$ cat config.mk
export PLATFORM = sky130hd
export DESIGN_NAME = rr_arbiter_generic
export DESIGN_NICKNAME = d
export VERILOG_FILES = /design/src/rtl/rr_arbiter_generic_pkg.sv /design/src/rtl/priority_encoder_generic.sv /design/src/rtl/rr_arbiter_generic.sv
export SDC_FILE = /design/constraint.sdc
export NUM_CORES = 1
export LEC_CHECK = 0
export BUFFER_PORTS_ARGS = -buffer_cell sky130_fd_sc_hd__clkbuf_2
export CORE_MARGIN = 10
export CORE_UTILIZATION = 40
export CTS_BUF_LIST = sky130_fd_sc_hd__clkbuf_16
export DETAILED_ROUTE_END_ITERATION = 7
export SLEW_MARGIN = 0
export SYNTH_ARGS = -nofsm -noshare
export SYNTH_HDL_FRONTEND = slang
export SYNTH_SLANG_ARGS = --single-unit
export TNS_END_PERCENT = 1
$ cat constraint.sdc
create_clock -name clk -period 1.95 [get_ports clk]
set_clock_uncertainty 0.15 [all_clocks]
set_input_delay 0.195 -clock clk [delete_from_list [all_inputs] [get_ports clk]]
set_output_delay 0.195 -clock clk [all_outputs]
set_load 0.02 [all_outputs]
$ cat src/rtl/rr_arbiter_generic_pkg.sv
// Shared types for the round-robin arbiter slice.
package rr_arbiter_generic_pkg;

    typedef enum logic {
        IDLE = 1'b0,
        BUSY = 1'b1
    } arb_state_t;

endpackage

$ cat src/rtl/priority_encoder_generic.sv
// Generic priority encoder: y is the index of the highest set bit of x, z flags any bit set.
module priority_encoder_generic #(
    parameter int N  = 8,
    parameter int IW = $clog2(N)
) (
    input  logic [N-1:0]  x,
    output logic [IW-1:0] y,
    output logic          z
);

    // Later (higher) indices overwrite earlier ones, so the top set bit wins.
    always_comb begin
        y = '0;
        z = 1'b0;
        for (int i = 0; i < N; i++) begin
            if (x[i]) begin
                y = IW'(i);
                z = 1'b1;
            end
        end
    end

endmodule

$ cat src/rtl/rr_arbiter_generic.sv
// Round-robin arbiter: rotating-priority search, registered one-hot grant,
// held until release, owner withdrawal or MAX_HOLD expiry.
module rr_arbiter_generic
    import rr_arbiter_generic_pkg::*;
#(
    parameter int N        = 6,
    parameter int MAX_HOLD = 8,
    localparam int IW      = $clog2(N)
) (
    input  logic          clk,
    input  logic          reset_n,
    input  logic [N-1:0]  req,
    input  logic          rel,
    output logic [N-1:0]  gnt,
    output logic [IW-1:0] gnt_idx,
    output logic          gnt_valid,
    output logic          timeout
);

    localparam int HW = (MAX_HOLD > 0) ? (($clog2(MAX_HOLD + 1) > 0) ? $clog2(MAX_HOLD + 1) : 1) : 1;

    arb_state_t    state, state_d;
    logic [IW-1:0] ptr, ptr_d;
    logic [HW-1:0] hold_cnt, hold_cnt_d;
    logic [N-1:0]  gnt_d;
    logic [IW-1:0] gnt_idx_d;
    logic          gnt_valid_d;
    logic          timeout_d;

    logic [N-1:0]  rev_masked;
    logic [N-1:0]  rev_req;
    logic [IW-1:0] y_masked, y_unmasked;
    logic          z_masked, z_unmasked;
    logic [IW-1:0] winner;

    // The encoders favour the highest index, so feed them bit-reversed vectors
    // and map back with N-1-y to make the lowest index at or above ptr win.
    always_comb begin
        rev_masked = '0;
        rev_req    = '0;
        for (int k = 0; k < N; k++) begin
            rev_req[k]    = req[N-1-k];
            rev_masked[k] = req[N-1-k] & (IW'(N-1-k) >= ptr);
        end
    end

    priority_encoder_generic #(.N(N), .IW(IW)) u_enc_masked (
        .x (rev_masked),
        .y (y_masked),
        .z (z_masked)
    );

    priority_encoder_generic #(.N(N), .IW(IW)) u_enc_unmasked (
        .x (rev_req),
        .y (y_unmasked),
        .z (z_unmasked)
    );

    assign winner = z_masked ? (IW'(N-1) - y_masked) : (IW'(N-1) - y_unmasked);

    always_ff @(posedge clk or negedge reset_n) begin
        if (!reset_n) begin
            state     <= IDLE;
            ptr       <= '0;
            hold_cnt  <= '0;
            gnt       <= '0;
            gnt_idx   <= '0;
            gnt_valid <= 1'b0;
            timeout   <= 1'b0;
        end else begin
            state     <= state_d;
            ptr       <= ptr_d;
            hold_cnt  <= hold_cnt_d;
            gnt       <= gnt_d;
            gnt_idx   <= gnt_idx_d;
            gnt_valid <= gnt_valid_d;
            timeout   <= timeout_d;
        end
    end

    // Release (rel or withdrawal) outranks expiry, so timeout only fires on a pure expiry.
    always_comb begin
        state_d     = state;
        ptr_d       = ptr;
        hold_cnt_d  = hold_cnt;
        gnt_d       = gnt;
        gnt_idx_d   = gnt_idx;
        gnt_valid_d = gnt_valid;
        timeout_d   = 1'b0;

        unique case (state)
            IDLE: begin
                if (z_unmasked) begin
                    gnt_d       = N'(1) << winner;
                    gnt_idx_d   = winner;
                    gnt_valid_d = 1'b1;
                    hold_cnt_d  = '0;
                    state_d     = BUSY;
                end
            end
            BUSY: begin
                if (rel || !req[gnt_idx] ||
                    ((MAX_HOLD > 0) && (hold_cnt == HW'(MAX_HOLD - 1)))) begin
                    gnt_d       = '0;
                    gnt_valid_d = 1'b0;
                    state_d     = IDLE;
                    ptr_d       = (gnt_idx == IW'(N-1)) ? '0 : gnt_idx + 1'b1;
                    timeout_d   = !(rel || !req[gnt_idx]);
                end else if (hold_cnt != '1) begin
                    hold_cnt_d = hold_cnt + 1'b1;
                end
            end
            default: state_d = IDLE;
        endcase
    end

endmodule

Word level (Yosys, flattened, before mapping)
Cells that the tools add are included.
{"block": "totals", "register_bits": 19, "out_inout_bits": 11, "in_bits": 9, "wordCells": 82}
{"block": "classes", "bitwise_logic": 7, "n_reduce_logical": 8, "muxes": 41, "shift": 1, "magnitude_cmp": 7, "n_addsub": 4, "n_eq_ne": 7}
{"cell": "1-bit two-way mux", "n": 21}
{"cell": "3-bit two-way mux", "n": 6}
{"cell": "4-bit two-way mux", "n": 3}
{"cell": "6-bit two-way mux", "n": 2}
{"cell": "6-bit one-hot mux with 2 select lines", "n": 1}
{"cell": "2-bit two-way mux", "n": 4}
{"cell": "4-bit one-hot mux with 2 select lines", "n": 1}
{"cell": "1-bit AND", "n": 6}
{"cell": "1-bit by 3-bit greater-or-equal comparator with 1-bit output, first input constant", "n": 2}
{"cell": "2-bit by 3-bit greater-or-equal comparator with 1-bit output, first input constant", "n": 2}
{"cell": "3-bit greater-or-equal comparator, first input constant", "n": 2}
{"cell": "2-bit by 1-bit inequality test with 1-bit output, second input constant", "n": 3}
{"cell": "2-bit AND reduction", "n": 3}
{"cell": "1-bit by 3-bit left shift with 6-bit output, first input constant", "n": 1}
{"cell": "3-bit subtractor, first input constant", "n": 2}
{"cell": "4-bit by 1-bit adder with 4-bit output, second input constant", "n": 1}
{"cell": "4-bit by 3-bit == test with 1-bit output, second input constant", "n": 1}
{"cell": "3-bit by 4-bit less-than comparator with 1-bit output, second input constant", "n": 1}
{"cell": "4-bit inequality test, second input constant", "n": 1}
{"cell": "1-bit one-hot mux with 2 select lines", "n": 2}
{"cell": "3-bit by 1-bit adder with 3-bit output, second input constant", "n": 1}
{"cell": "1-bit binary-select mux with 3-bit select", "n": 1}
{"cell": "3-bit == test, second input constant", "n": 1}
{"cell": "3-bit AND reduction", "n": 1}
{"cell": "4 further kinds", "n": 6}

Depth between registers and ports, before layout
Gate-level depths: netlist (run 1).
{"block": "depth", "depth_word": 12, "ltp_mapped": 5, "depth_no_buf": 5}

Modules after synthesis
Synthesis (run 1) repeated with hierarchy kept, for this count alone.
{"block": "hier_totals", "hier_cells": 108, "area_unflattened_um2": 1074.8}
{"module": "rr_arbiter_generic", "cells_each": 92, "area_per_inst_um2": 992.2, "seq_area_each_um2": 475.5, "instances": 1}
{"module": "priority_encoder_generic", "cells_each": 8, "area_per_inst_um2": 41.3, "seq_area_each_um2": 0.0, "instances": 2}

Least setup slack after synthesis (run 1)
OpenSTA, ideal clock, no wires.
{"block": "synth_path", "kind": "reg-to-reg", "start": "register gnt_idx[0]", "end": "register gnt[4]", "path_buffers": 0, "t_arrival_ps": 1668, "setup_time_ps": 121, "required_ps": 1679, "setup_slack_ps": 11, "synth_period_minus_slack_ps": 1939, "stages_incl_launch_ff": 6, "path_cell_list": "dfrtp_1 mux2_4 a32o_2 o21ai_4 o22ai_2 a22o_1"}
{"block": "synth_via", "elab_chain_len": 7}
{"element": "start: declaration", "line_no": "rr_arbiter_generic.sv:15", "source": "output logic [IW-1:0] gnt_idx,"}
{"element": "start signal: assignment", "line_no": "rr_arbiter_generic.sv:75", "source": "gnt_idx <= gnt_idx_d;"}
{"element": "1-bit binary-select mux with 3-bit select", "line_no": "rr_arbiter_generic.sv:102", "source": "if (rel || !req[gnt_idx] ||"}
{"element": "1-bit two-way mux (implied by the code)", "line_no": "rr_arbiter_generic.sv:102"}
{"element": "1-bit zero test", "line_no": "rr_arbiter_generic.sv:102"}
{"element": "1-bit logical OR (2 in series)", "line_no": "rr_arbiter_generic.sv:102"}
{"element": "2-bit by 1-bit inequality test with 1-bit output (no source line)"}
{"element": "2-bit AND reduction (no source line)"}
{"element": "end signal: assignment", "line_no": "rr_arbiter_generic.sv:74", "source": "gnt <= gnt_d;"}
{"element": "end: declaration", "line_no": "rr_arbiter_generic.sv:14", "source": "output logic [N-1:0] gnt,"}
Every way passes these cells. The select of a mux whose other input is x is not followed.
A chain may end at the register's enable or synchronous reset.

Worst setup path after layout (run 1)
{"block": "layout_path", "start": "register gnt_idx[1]", "end": "register gnt[4]"}
Same word-level chain as after synthesis.

==> results of run 1 <==
synth_stat cells (2+ instances only):
cell type,count
sky130_fd_sc_hd__nor2_1,9
sky130_fd_sc_hd__o2bb2ai_1,3
sky130_fd_sc_hd__mux2_2,3
sky130_fd_sc_hd__or3_1,2
sky130_fd_sc_hd__dfrtp_1,19
sky130_fd_sc_hd__nor3_1,3
sky130_fd_sc_hd__inv_1,6
sky130_fd_sc_hd__o21ai_0,7
sky130_fd_sc_hd__nand2b_1,7
sky130_fd_sc_hd__a21oi_1,4
sky130_fd_sc_hd__nand2_1,11
sky130_fd_sc_hd__a22o_1,2
sky130_fd_sc_hd__mux2i_1,5
metal layers:
layer	track usage (%)	vias to the layer above
li1	-	447
met4	4.30	0
met1	11.7	437
met3	3.58	4
met2	17.2	12
met5	0	-
what timing repair did:
item | CTS | global route
resized for setup | 0 | 0
buffers inserted | 0 | 1
setup endpoints to repair | 0 | 2
hold buffers | 1 | 0
endpoints found under the hold margin | 19 | 0
worst max-delay path: stages (launching register included):
cell and delay, ps:
sky130_fd_sc_hd__dfrtp_1 410, sky130_fd_sc_hd__mux2_2 350, sky130_fd_sc_hd__a32o_2 240, sky130_fd_sc_hd__o21ai_4 200, sky130_fd_sc_hd__o22ai_2 160, sky130_fd_sc_hd__a22o_1 260
cell type report:
type | instances | area, sq um | share of cell area [%]
Multi-Input combinational cell | 80 | 571 | 42.5
Sequential cell | 19 | 475 | 35.4
Timing Repair Buffer | 27 | 158 | 11.7
Clock buffer | 3 | 75.1 | 5.59
Tap cell | 30 | 37.5 | 2.80
Inverter | 6 | 22.5 | 1.68
Clock inverter | 1 | 3.75 | 0.280
per-stage QoR:
step	utilization, %	std cells	hold slack [ps]	power, mW	area (sq um)
6_report	53.2	166	286	2.10	1340
5_1_grt	53.2	166	334	2.27	1340
4_1_cts	52.9	165	300	2.11	1340
2_1_floorplan	-	105	-251	1.32	1070
3_3_place_gp	49.4	160	26.3	1.67	1250
3_5_place_dp	49.4	160	26.5	1.68	1250
power by group through the flow:
stage / Clock (mW) / Combinational [mW] / Sequential, mW
2_1_floorplan: 0 / 0.534 / 0.784
3_3_place_gp: 0 / 0.990 / 0.679
3_5_place_dp: 0 / 1.00 / 0.685
4_1_cts: 0.424 / 1.01 / 0.679
5_1_grt: 0.446 / 1.12 / 0.702
6_report: 0.415 / 1.01 / 0.677
how the worst max path moves through the flow:
stage | end | startpoint
after floorplan | gnt[4]$_DFFE_PN0P_ | gnt_idx[0]$_DFFE_PN0P_
after global placement | gnt[2]$_DFFE_PN0P_ | gnt_idx[1]$_DFFE_PN0P_
after detailed placement | gnt[4]$_DFFE_PN0P_ | gnt_idx[1]$_DFFE_PN0P_
after CTS | gnt[4]$_DFFE_PN0P_ | gnt_idx[1]$_DFFE_PN0P_
after global routing | gnt[4]$_DFFE_PN0P_ | gnt_idx[1]$_DFFE_PN0P_
final | gnt[4]$_DFFE_PN0P_ | gnt_idx[1]$_DFFE_PN0P_
logic make-up (layout without fill, tap and decap cells):
logic type / count (synthesis) / count (layout) / synth area share, %
multiplexers: 9 / 9 / 9.25
AND/OR/NAND/NOR: 39 / 39 / 19.1
buffers and inverters: 6 / 37 / 2.11
flip-flops: 19 / 19 / 44.5
adder cells (fa/ha/maj): 1 / 1 / 1.17
AO/OA/AOI/OAI: 31 / 31 / 23.9
registers in the layout, indices dropped and copies added (netlist names):
register and flops:
state 1, gnt_idx 3, gnt 6, hold_cnt 4
gnt_valid 1, timeout 1, ptr 3
==> summary.txt, run 1 <==
STA
  – Rel. slew slack: 67.4%
  – Worst path setup slack after routing: 54.7 ps
  – Final count of hold timing violations: 0
  – Fin Setup TNS: 0 ps
  – Slew at the pin with the worst max-slew slack: 489 ps
  – Unrepaired setup endpoints after global routing: no
  – Number of slew-limit violations in the final report: 0
  – Tmin final: 1900 ps
  – Share of the clock period used by the worst path after layout: 97.2%
  – FMAX: 528 MHz
  – Number of endpoints failing setup at the final stage: 0

Worst setup path
  – Worst-case reg-to-reg path depth: 5
  – Reg-to-reg critical path startpoint: gnt_idx[1]$_DFFE_PN0P_
  – Minimum setup slack among reg-to-reg paths: 50 ps
  – CP Max Fanout: 7
  – Data required time at the worst endpoint: 1940 ps
  – Critical path type: reg -> reg
  – Capture point of the worst reg-to-reg path: gnt[4]$_DFFE_PN0P_
  – Critical path capture point type: flip-flop
  – Crit path arrival time: 1880 ps
  – Category of the worst setup path launch point: flip-flop

Job
  – MaxCap Viol Count: 0

Layout
  – Highest-count cells in the layout ignoring fill and taps: sky130_fd_sc_hd__dfrtp_1, sky130_fd_sc_hd__clkbuf_2, sky130_fd_sc_hd__nand2_1
  – Count of inserted antenna diode cells: 0
  – Number of nets at the end of the flow: 147
  – Area overhead of the layout relative to synthesis: 25.6%
  – Filler Cells Inserted: 241
  – Fraction of final layout cells sized beyond drive strength 1: 32.4%

Synthesis
  – Post-synth EDFFs: 0
  – Yosys top cell area share: 44.5%
  – Post-Syn Area: 1070 sq um
  – Post-synthesis register bit count: 19
  – Cell variety after synth: 37
  – Net Count, Synth: 115
  – Per-instance average area after synthesis: 10.2 sq um
  – Share of flip-flops with an asynchronous set or reset: 100%
  – Number of standard cells after synthesis: 105
  – YS warnings: 0
  – Area contributors post-synth: sky130_fd_sc_hd__dfrtp_1, sky130_fd_sc_hd__mux2i_1, sky130_fd_sc_hd__nand2b_1, sky130_fd_sc_hd__nand2_1, sky130_fd_sc_hd__o21ai_0
  – Largest area contributor in the netlist: sky130_fd_sc_hd__dfrtp_1
  – Proportion of synthesized chip area in sequential cells: 44.5%
  – Main flop type after synthesis: sky130_fd_sc_hd__dfrtp_1

CTS
  – Total clock buffers created by CTS: 3
  – Clock Tree Root: sky130_fd_sc_hd__clkbuf_16
  – Clock sink count: 19
  – Clock latency on the worst-skew pair: 250 ps
  – TritonCTS clock tree: yes
  – H-tree levels: 1
  – Clk slew on worst S/H paths: 50 ps
  – Bufs on Longest Clock Path: 2

Floorplanning
  – Die extent in x: 71.7 microns
  – Top-Level Pins: 20
  – Total Die Area: 5140 sq um
  – Core area: 2520 sq um
  – Die outline height: 71.7 microns
  – Starting density of the core: 42.4%
  – Row Count: 18

Power
  – Switching power share of the total: 39.8%
  – Sw power: 835 uW
  – Portion of total power attributed to combinational logic: 47.9%
  – Part of the total power dissipated in the clock network: 19.8%
  – Internal portion of total power: 1.26 mW
  – P per Cell Area: 1560 nW/um^2
  – Leak: 0.646 nW
  – Peak supply drop: 0.715 mV
  – Sequential Power Share: 32.3%

GRT
  – Number of antenna violations at the first check in global routing: 0
  – Maximum number of pins on one net before global-route repair: 20
  – Global Route Usage Sum: 10.3%
  – Remaining Overflow, GRT: 0
  – Wire length of the first global-routing pass: 4350 microns
  – Via count of the first global-routing pass: 918

Drt
  – 1st-iter DRT viols: 39
  – Wire length per cell after detailed routing: 15.1 microns
  – Top Layer Used: met4
  – Routed metal-1 wirelength: 1090 microns
  – Detailed Route WL: 2500 microns
  – Detailed-route via count: 900
  – Vias per inst: 5.42
  – Detailed Routing Iterations Pass 1: 4
  – Met2 wire len: 1240 microns
  – Remaining number of nets flagged by the antenna check after routing: 0
  – Count of unresolved DRC violations after routing: 0
  – Wire length on met3: 129 microns

Placed design
  – Post-Place Worst Slack: 63.2 ps
  – Sum of net half-perimeters after detailed placement: 1970 microns
  – Weighted congestion at the end of routability-driven global placement: 0.871
  – Count of buffers inserted at the top-level ports: 19

Hold path
  – Classification of the worst-slack hold path: in -> async

Run status
  – Run status: finished, final reports clean
Power figures use the tool's default switching activity.
==> run 2, diff against run 1 <==
--- a/config.mk
+++ b/config.mk
@@ -6,6 +6,7 @@
 export NUM_CORES = 1
 export LEC_CHECK = 0
 export BUFFER_PORTS_ARGS = -buffer_cell sky130_fd_sc_hd__clkbuf_2
+export CORE_ASPECT_RATIO = 0.7
 export CORE_MARGIN = 10
 export CORE_UTILIZATION = 40
 export CTS_BUF_LIST = sky130_fd_sc_hd__clkbuf_16
==> run 2 against run 1 <==
Count of clock-buffer cells in the layout is the same. Critical path depth unchanged. Sequential power increased by 3.8%. Critical endpoint unchanged. First-iteration DRC count up 79%. Clock power hardly changed. Core utilization increased by 1.3 points. Routed wire length is 2.4% higher. Die area rose by 0.64%. Via count rose by 2.1%. Global-route usage fell by 0.44 points. Design area rose by 2.0%.
==> summary.txt, run 2 (same netlist as run 1, synthesis figures left out) <==
GRT
  – Maximum number of pins on one net before global-route repair: 20 (unchanged)
  – Number of antenna violations at the first check in global routing: 0 (unchanged)
  – Wire length of the first global-routing pass: 4110 microns (was 4350 microns)
  – Remaining Overflow, GRT: 0 (unchanged)
  – Global Route Usage Sum: 9.89% (was 10.3%)
  – Via count of the first global-routing pass: 855 (was 918)

STA
  – Minimum hold slack: 282 ps (was 286 ps)
  – Rel. slew slack: 68.4% (was 67.4%)
  – Final count of hold timing violations: 0 (unchanged)
  – Number of endpoints failing setup at the final stage: 0 (unchanged)
  – FMAX: 530 MHz (was 528 MHz)
  – Slew at the pin with the worst max-slew slack: 474 ps (was 489 ps)
  – Number of slew-limit violations in the final report: 0 (unchanged)
  – Share of the clock period used by the worst path after layout: 96.8% (was 97.2%)
  – Unrepaired setup endpoints after global routing: yes (was no)
  – Tmin final: 1890 ps (was 1900 ps)

Worst setup path
  – Critical path capture point type: flip-flop (unchanged)
  – CP Max Fanout: 7 (unchanged)
  – Worst-case reg-to-reg path depth: 5 (unchanged)
  – Minimum setup slack among reg-to-reg paths: 60 ps (was 50 ps)
  – Data required time at the worst endpoint: 1930 ps (was 1940 ps)
  – Critical path type: reg -> reg (unchanged)
  – Crit path arrival time: 1870 ps (was 1880 ps)
  – CP Launch Point: gnt_idx[0]$_DFFE_PN0P_ (was gnt_idx[1]$_DFFE_PN0P_)
  – Capture point of the worst reg-to-reg path: gnt[4]$_DFFE_PN0P_ (unchanged)
  – Category of the worst setup path launch point: flip-flop (unchanged)
  – Reg-to-reg critical path startpoint: gnt_idx[0]$_DFFE_PN0P_ (was gnt_idx[1]$_DFFE_PN0P_)

Power
  – Peak supply drop: 0.722 mV (was 0.715 mV)
  – P per Cell Area: 1550 nW/um^2 (was 1560 nW/um^2)
  – Leak: 0.650 nW (was 0.646 nW)

Floorplanning
  – Starting density of the core: 42.5% (was 42.4%)
  – Total Die Area: 5170 sq um (was 5140 sq um)
  – Die outline height: 63.2 microns (was 71.7 microns)
  – Core area: 2510 sq um (was 2520 sq um)
  – Row Count: 15 (was 18)
  – Top-Level Pins: 20 (unchanged)
  – Die extent in x: 81.8 microns (was 71.7 microns)

Layout
  – Fraction of final layout cells sized beyond drive strength 1: 34.1% (was 32.4%)
  – Registers with the most flip-flops: gnt x6, hold_cnt x4 (unchanged)
  – Number of nets at the end of the flow: 146 (was 147)
  – Highest-count cells in the layout ignoring fill and taps: sky130_fd_sc_hd__dfrtp_1, sky130_fd_sc_hd__clkbuf_2, sky130_fd_sc_hd__nand2_1 (unchanged)
  – Layout Cells excl Fill: 169 (was 166)
  – Area overhead of the layout relative to synthesis: 28.2% (was 25.6%)
  – Register containing the most flip-flops in the final layout: gnt (unchanged)
  – Count of inserted antenna diode cells: 0 (unchanged)
  – Filler Cells Inserted: 236 (was 241)
  – Area used by multi-input combinational logic: 599 sq um (was 571 sq um)
  – Area taken by flip-flops and latches: 475 sq um (unchanged)
  – Max reg flops: 6 (unchanged)

Run status
  – Run status: finished, final reports clean (unchanged)

Placed design
  – Weighted congestion at the end of routability-driven global placement: 0.822 (was 0.871)
  – Count of buffers inserted at the top-level ports: 19 (unchanged)
  – Sum of net half-perimeters after detailed placement: 2050 microns (was 1970 microns)
  – Total instance count after detailed placement: 164 (was 160)

Drt
  – Detailed-route via count: 919 (was 900)
  – Wire length per cell after detailed routing: 15.1 microns (about the same)
  – Remaining number of nets flagged by the antenna check after routing: 0 (unchanged)
  – Detailed Routing Iterations Pass 1: 4 (unchanged)
  – Count of unresolved DRC violations after routing: 0 (unchanged)
  – Detailed Route WL: 2560 microns (was 2500 microns)
  – Vias per inst: 5.44 (was 5.42)
  – 1st-iter DRT viols: 70 (was 39)

CTS
  – Clock sink count: 19 (unchanged)
  – H-tree levels: 1 (unchanged)
  – Clock latency on the worst-skew pair: 250 ps (about the same)
  – Clock Tree Root: sky130_fd_sc_hd__clkbuf_16 (unchanged)
  – Bufs on Longest Clock Path: 2 (unchanged)
  – Total clock buffers created by CTS: 3 (unchanged)
  – TritonCTS clock tree: yes (unchanged)
  – Clk slew on worst S/H paths: 50 ps (about the same)

Hold path
  – Classification of the worst-slack hold path: in -> async (unchanged)

Job
  – MaxCap Viol Count: 0 (unchanged)
run 2: changes by cell type in the layout (fill, tap and decap cells not counted):
cell	previous run	this run
sky130_fd_sc_hd__buf_4	7	6
sky130_fd_sc_hd__clkinv_2	0	1
sky130_fd_sc_hd__inv_1	7	6
sky130_fd_sc_hd__mux2i_1	5	4
sky130_fd_sc_hd__mux2i_2	0	1
sky130_fd_sc_hd__nand2b_1	7	6
sky130_fd_sc_hd__nand2b_4	0	1
sky130_fd_sc_hd__o22ai_2	1	0
sky130_fd_sc_hd__o22ai_4	0	1
sky130_fd_sc_hd__o311ai_2	1	0
sky130_fd_sc_hd__o311ai_4	0	1
run 2: worst max-delay path by stage:
stage | slack, ps | end | cells after the start
2_1_floorplan | 10 | gnt[4]$_DFFE_PN0P_ | 5
3_3_place_gp | 40 | gnt[0]$_DFFE_PN0P_ | 5
3_5_place_dp | 60 | gnt[0]$_DFFE_PN0P_ | 5
4_1_cts | 30 | gnt[0]$_DFFE_PN0P_ | 5
5_1_grt | -20 | gnt[2]$_DFFE_PN0P_ | 5
6_report | 60 | gnt[4]$_DFFE_PN0P_ | 5
run 2: layout make-up:
class | instances | area share (%)
multi-input combinational | 80 | 43.7
sequential | 19 | 34.7
timing repair buffer | 26 | 11.0
clock buffer | 3 | 5.48
tap | 34 | 3.11
inverter | 6 | 1.64
clock inverter | 1 | 0.365
run 2: routing by layer:
layer  global-route usage (%)  wire (microns)  vias up
met5                        0               0        -
met4                     1.91               7        0
met3                     4.82             305        2
met2                     13.4            1090       38
met1                     13.7            1150      435
li1                         -               -      444
run 2: worst max-delay path, cell delays in order (launching register included):
cell	delay [ps]
sky130_fd_sc_hd__dfrtp_1	410
sky130_fd_sc_hd__mux2_4	310
sky130_fd_sc_hd__a32o_2	290
sky130_fd_sc_hd__o21ai_4	220
sky130_fd_sc_hd__o22ai_4	130
sky130_fd_sc_hd__a22o_1	250
run 2: where the power goes:
part           switching, mW  internal, mW  total (mW)
logic                  0.560         0.445        1.00
clock network          0.139         0.274       0.414
registers              0.166         0.537       0.703
total                  0.866          1.26        2.12
run 2: metrics by stage:
step | instance area (sq um) | setup TNS (ps) | utilization, % | power, mW | setup WS [ps]
after floorplan | 1070 | 0 | - | 1.32 | 11.1
after global placement | 1250 | 0 | 49.8 | 1.64 | 43.0
after detailed placement | 1250 | 0 | 49.8 | 1.67 | 56.1
after CTS | 1340 | 0 | 53.3 | 2.09 | 29.7
after global routing | 1370 | -45.7 | 54.5 | 2.28 | -19.4
final | 1370 | 0 | 54.5 | 2.12 | 61.7
run 2: timing repair:
| action | in CTS | in global routing |
|---|---|---|
| endpoints found under the hold margin | 19 | 0 |
| hold buffers | 1 | 0 |
| resized for setup | 0 | 4 |
| endpoints found under the setup margin | 0 | 8 |
| buffers inserted | 0 | 0 |
==> run 3, diff against run 2 <==
--- a/config.mk
+++ b/config.mk
@@ -11,6 +11,7 @@
 export CORE_UTILIZATION = 40
 export CTS_BUF_LIST = sky130_fd_sc_hd__clkbuf_16
 export DETAILED_ROUTE_END_ITERATION = 7
+export SETUP_SLACK_MARGIN = 0.5
 export SLEW_MARGIN = 0
 export SYNTH_ARGS = -nofsm -noshare
 export SYNTH_HDL_FRONTEND = slang
==> run 3 against run 2 <==
Sequential power fell by 0.9%. Routed wire length down 2.2%. Flip-flop and latch count stayed put. Sequential share of layout area grew 0.47 points. Register-to-register slack gained 20 ps. Die area unchanged. Design area shrank 0.82%. Cell count up 0.59%. First-iteration DRC count shrank 41%. Combinational power is essentially flat. Largest cell class unchanged. Highest routed layer is now met3.
==> summary.txt, run 3 (same netlist as run 1, synthesis figures left out) <==
STA
  – Final count of hold timing violations: 0 (unchanged)
  – Number of slew-limit violations in the final report: 0 (unchanged)
  – Tmin final: 1870 ps (was 1890 ps)
  – Minimum hold slack: 286 ps (was 282 ps)
  – Unrepaired setup endpoints after global routing: yes (unchanged)
  – Slew at the pin with the worst max-slew slack: 535 ps (was 474 ps)
  – Worst path setup slack after routing: 81.4 ps (was 61.7 ps)
  – FMAX: 535 MHz (was 530 MHz)
  – Share of the clock period used by the worst path after layout: 95.8% (was 96.8%)
  – Number of endpoints failing setup at the final stage: 0 (unchanged)
  – Fin Setup TNS: 0 ps (unchanged)
  – Rel. slew slack: 64.3% (was 68.4%)

Drt
  – Detailed Route WL: 2500 microns (was 2560 microns)
  – 1st-iter DRT viols: 41 (was 70)
  – Detailed-route via count: 902 (was 919)
  – Wire length per cell after detailed routing: 14.7 microns (was 15.1 microns)
  – Vias per inst: 5.31 (was 5.44)
  – Detailed Routing Iterations Pass 1: 4 (unchanged)
  – Remaining number of nets flagged by the antenna check after routing: 0 (unchanged)
  – Count of unresolved DRC violations after routing: 0 (unchanged)

Floorplanning
  – Die extent in x: 81.8 microns (unchanged)
  – Die outline height: 63.2 microns (unchanged)
  – Row Count: 15 (unchanged)
  – Top-Level Pins: 20 (unchanged)
  – Core area: 2510 sq um (unchanged)
  – Starting density of the core: 42.5% (unchanged)
  – Total Die Area: 5170 sq um (unchanged)

Power
  – Peak supply drop: 0.617 mV (was 0.722 mV)
  – Total Power: 2.08 mW (was 2.12 mW)
  – Leak: 0.642 nW (was 0.650 nW)
  – P per Cell Area: 1530 nW/um^2 (was 1550 nW/um^2)

CTS
  – Clock sink count: 19 (unchanged)
  – H-tree levels: 1 (unchanged)
  – Clock Tree Root: sky130_fd_sc_hd__clkbuf_16 (unchanged)
  – Clock latency on the worst-skew pair: 250 ps (about the same)
  – Post-CTS Setup Repair Bufs: 0 (unchanged)
  – Clk slew on worst S/H paths: 50 ps (about the same)
  – Bufs on Longest Clock Path: 2 (unchanged)
  – Total clock buffers created by CTS: 3 (unchanged)
  – TritonCTS clock tree: yes (unchanged)

Layout
  – Area taken by flip-flops and latches: 478 sq um (was 475 sq um)
  – Highest-count cells in the layout ignoring fill and taps: sky130_fd_sc_hd__clkbuf_2, sky130_fd_sc_hd__dfrtp_1, sky130_fd_sc_hd__nand2_1 (was sky130_fd_sc_hd__dfrtp_1, sky130_fd_sc_hd__clkbuf_2, sky130_fd_sc_hd__nand2_1)
  – Register containing the most flip-flops in the final layout: gnt (unchanged)
  – Filler Cells Inserted: 240 (was 236)
  – Final design utilization: 54.0% (was 54.5%)
  – Fraction of final layout cells sized beyond drive strength 1: 34.6% (was 34.1%)
  – Registers with the most flip-flops: gnt x6, hold_cnt x4 (unchanged)
  – Area used by multi-input combinational logic: 578 sq um (was 599 sq um)
  – Max reg flops: 6 (unchanged)
  – Number of nets at the end of the flow: 147 (was 146)
  – Most common cell after layout, fill and taps aside: sky130_fd_sc_hd__clkbuf_2
  – Area overhead of the layout relative to synthesis: 27.2% (was 28.2%)
  – Count of inserted antenna diode cells: 0 (unchanged)

Worst setup path
  – Data required time at the worst endpoint: 1940 ps (was 1930 ps)
  – Crit path arrival time: 1860 ps (was 1870 ps)
  – Critical path capture point type: flip-flop (unchanged)
  – Capture point of the worst reg-to-reg path: gnt[4]$_DFFE_PN0P_ (unchanged)
  – Reg-to-reg critical path startpoint: gnt_idx[0]$_DFFE_PN0P_ (unchanged)
  – Maximum cell stage delay along the critical path: 430 ps (was 410 ps)
  – Worst-case reg-to-reg path depth: 5 (unchanged)
  – Minimum setup slack among reg-to-reg paths: 80 ps (was 60 ps)
  – Critical path type: reg -> reg (unchanged)
  – CP Cell Sequence: mux2_4 > a32o_2 > o21ai_4 > o22ai_4 > a22o_1 (unchanged)
  – Category of the worst setup path launch point: flip-flop (unchanged)
  – Standard cell with the maximum stage delay on the critical path: sky130_fd_sc_hd__dfrtp_2 (was sky130_fd_sc_hd__dfrtp_1)
  – CP Max Fanout: 7 (unchanged)

Run status
  – Run status: finished, final reports clean (unchanged)

Placed design
  – Post-Place Worst Slack: 83.0 ps (was 56.1 ps)
  – Sum of net half-perimeters after detailed placement: 2030 microns (was 2050 microns)
  – Count of buffers inserted at the top-level ports: 19 (unchanged)
  – Weighted congestion at the end of routability-driven global placement: 0.788 (was 0.822)

GRT
  – Most congested layer reported by global routing: met1 (unchanged)
  – Maximum number of pins on one net before global-route repair: 20 (unchanged)
  – Global Route Usage Sum: 10.1% (was 9.89%)
  – Met2 usage: 13.9% (was 13.4%)
  – Remaining Overflow, GRT: 0 (unchanged)
  – Wire length of the first global-routing pass: 4250 microns (was 4110 microns)
  – Met3 track utilization from global routing: 5.24% (was 4.82%)
  – GR Layer Usage met1: 14.3% (was 13.7%)
  – Via count of the first global-routing pass: 872 (was 855)
  – Number of antenna violations at the first check in global routing: 0 (unchanged)

Hold path
  – Classification of the worst-slack hold path: in -> async (unchanged)

Job
  – MaxCap Viol Count: 0 (unchanged)
[run 3: cell types whose count changed in the layout (fill, tap and decap cells not counted), sizes merged]
cell | before | now
buf | 6 | 7
[run 3: final cells by class]
class	count	share of cell area (%)
Multi-Input combinational cell	80	42.5
Inverter	6	1.66
Sequential cell	19	35.2
Clock inverter	1	0.368
Timing Repair Buffer	27	11.6
Tap cell	34	3.13
Clock buffer	3	5.52
[run 3: critical path: cells and delay by family, from the launching register on]
| kind | cells | cell delay [ps] |
|---|---|---|
| muxes | 1 | 300 |
| DFF | 1 | 430 |
| AOI/OAI and AO/OA | 4 | 880 |
[run 3: what timing repair did]
item / CTS / global route
gates resized for setup: 1 / 0
endpoints found under the setup margin: 19 / 19
pin swaps: 0 / 0
hold endpoints to repair: 19 / 0
hold buffers: 1 / 0
[run 3: report_power, final]
group	internal (mW)	switching, mW
sequential	0.541	0.156
clock	0.275	0.141
combinational	0.431	0.540
[run 3: worst max-delay path by stage]
stage	end	start
global placement	gnt[2]$_DFFE_PN0P_	gnt_idx[0]$_DFFE_PN0P_
detailed placement	gnt[2]$_DFFE_PN0P_	gnt_idx[0]$_DFFE_PN0P_
finish	gnt[4]$_DFFE_PN0P_	gnt_idx[0]$_DFFE_PN0P_
CTS	gnt[4]$_DFFE_PN0P_	gnt_idx[0]$_DFFE_PN0P_
floorplan	gnt[4]$_DFFE_PN0P_	gnt_idx[0]$_DFFE_PN0P_
global route	hold_cnt[1]$_DFFE_PN0P_	gnt_idx[0]$_DFFE_PN0P_
[run 3: per-stage QoR]
stage	instance area [sq um]	instances
finish	1360	170
global route	1360	170
CTS	1360	170
detailed placement	1260	165
global placement	1260	165
floorplan	1070	105
[run 3: routing by layer]
metal	part of all wire, %	up-vias	wire (microns)
li1	-	448	-
met3	8.4	0	211
met2	42	14	1040
met4	0	0	0
met5	0	-	0
met1	50	440	1250
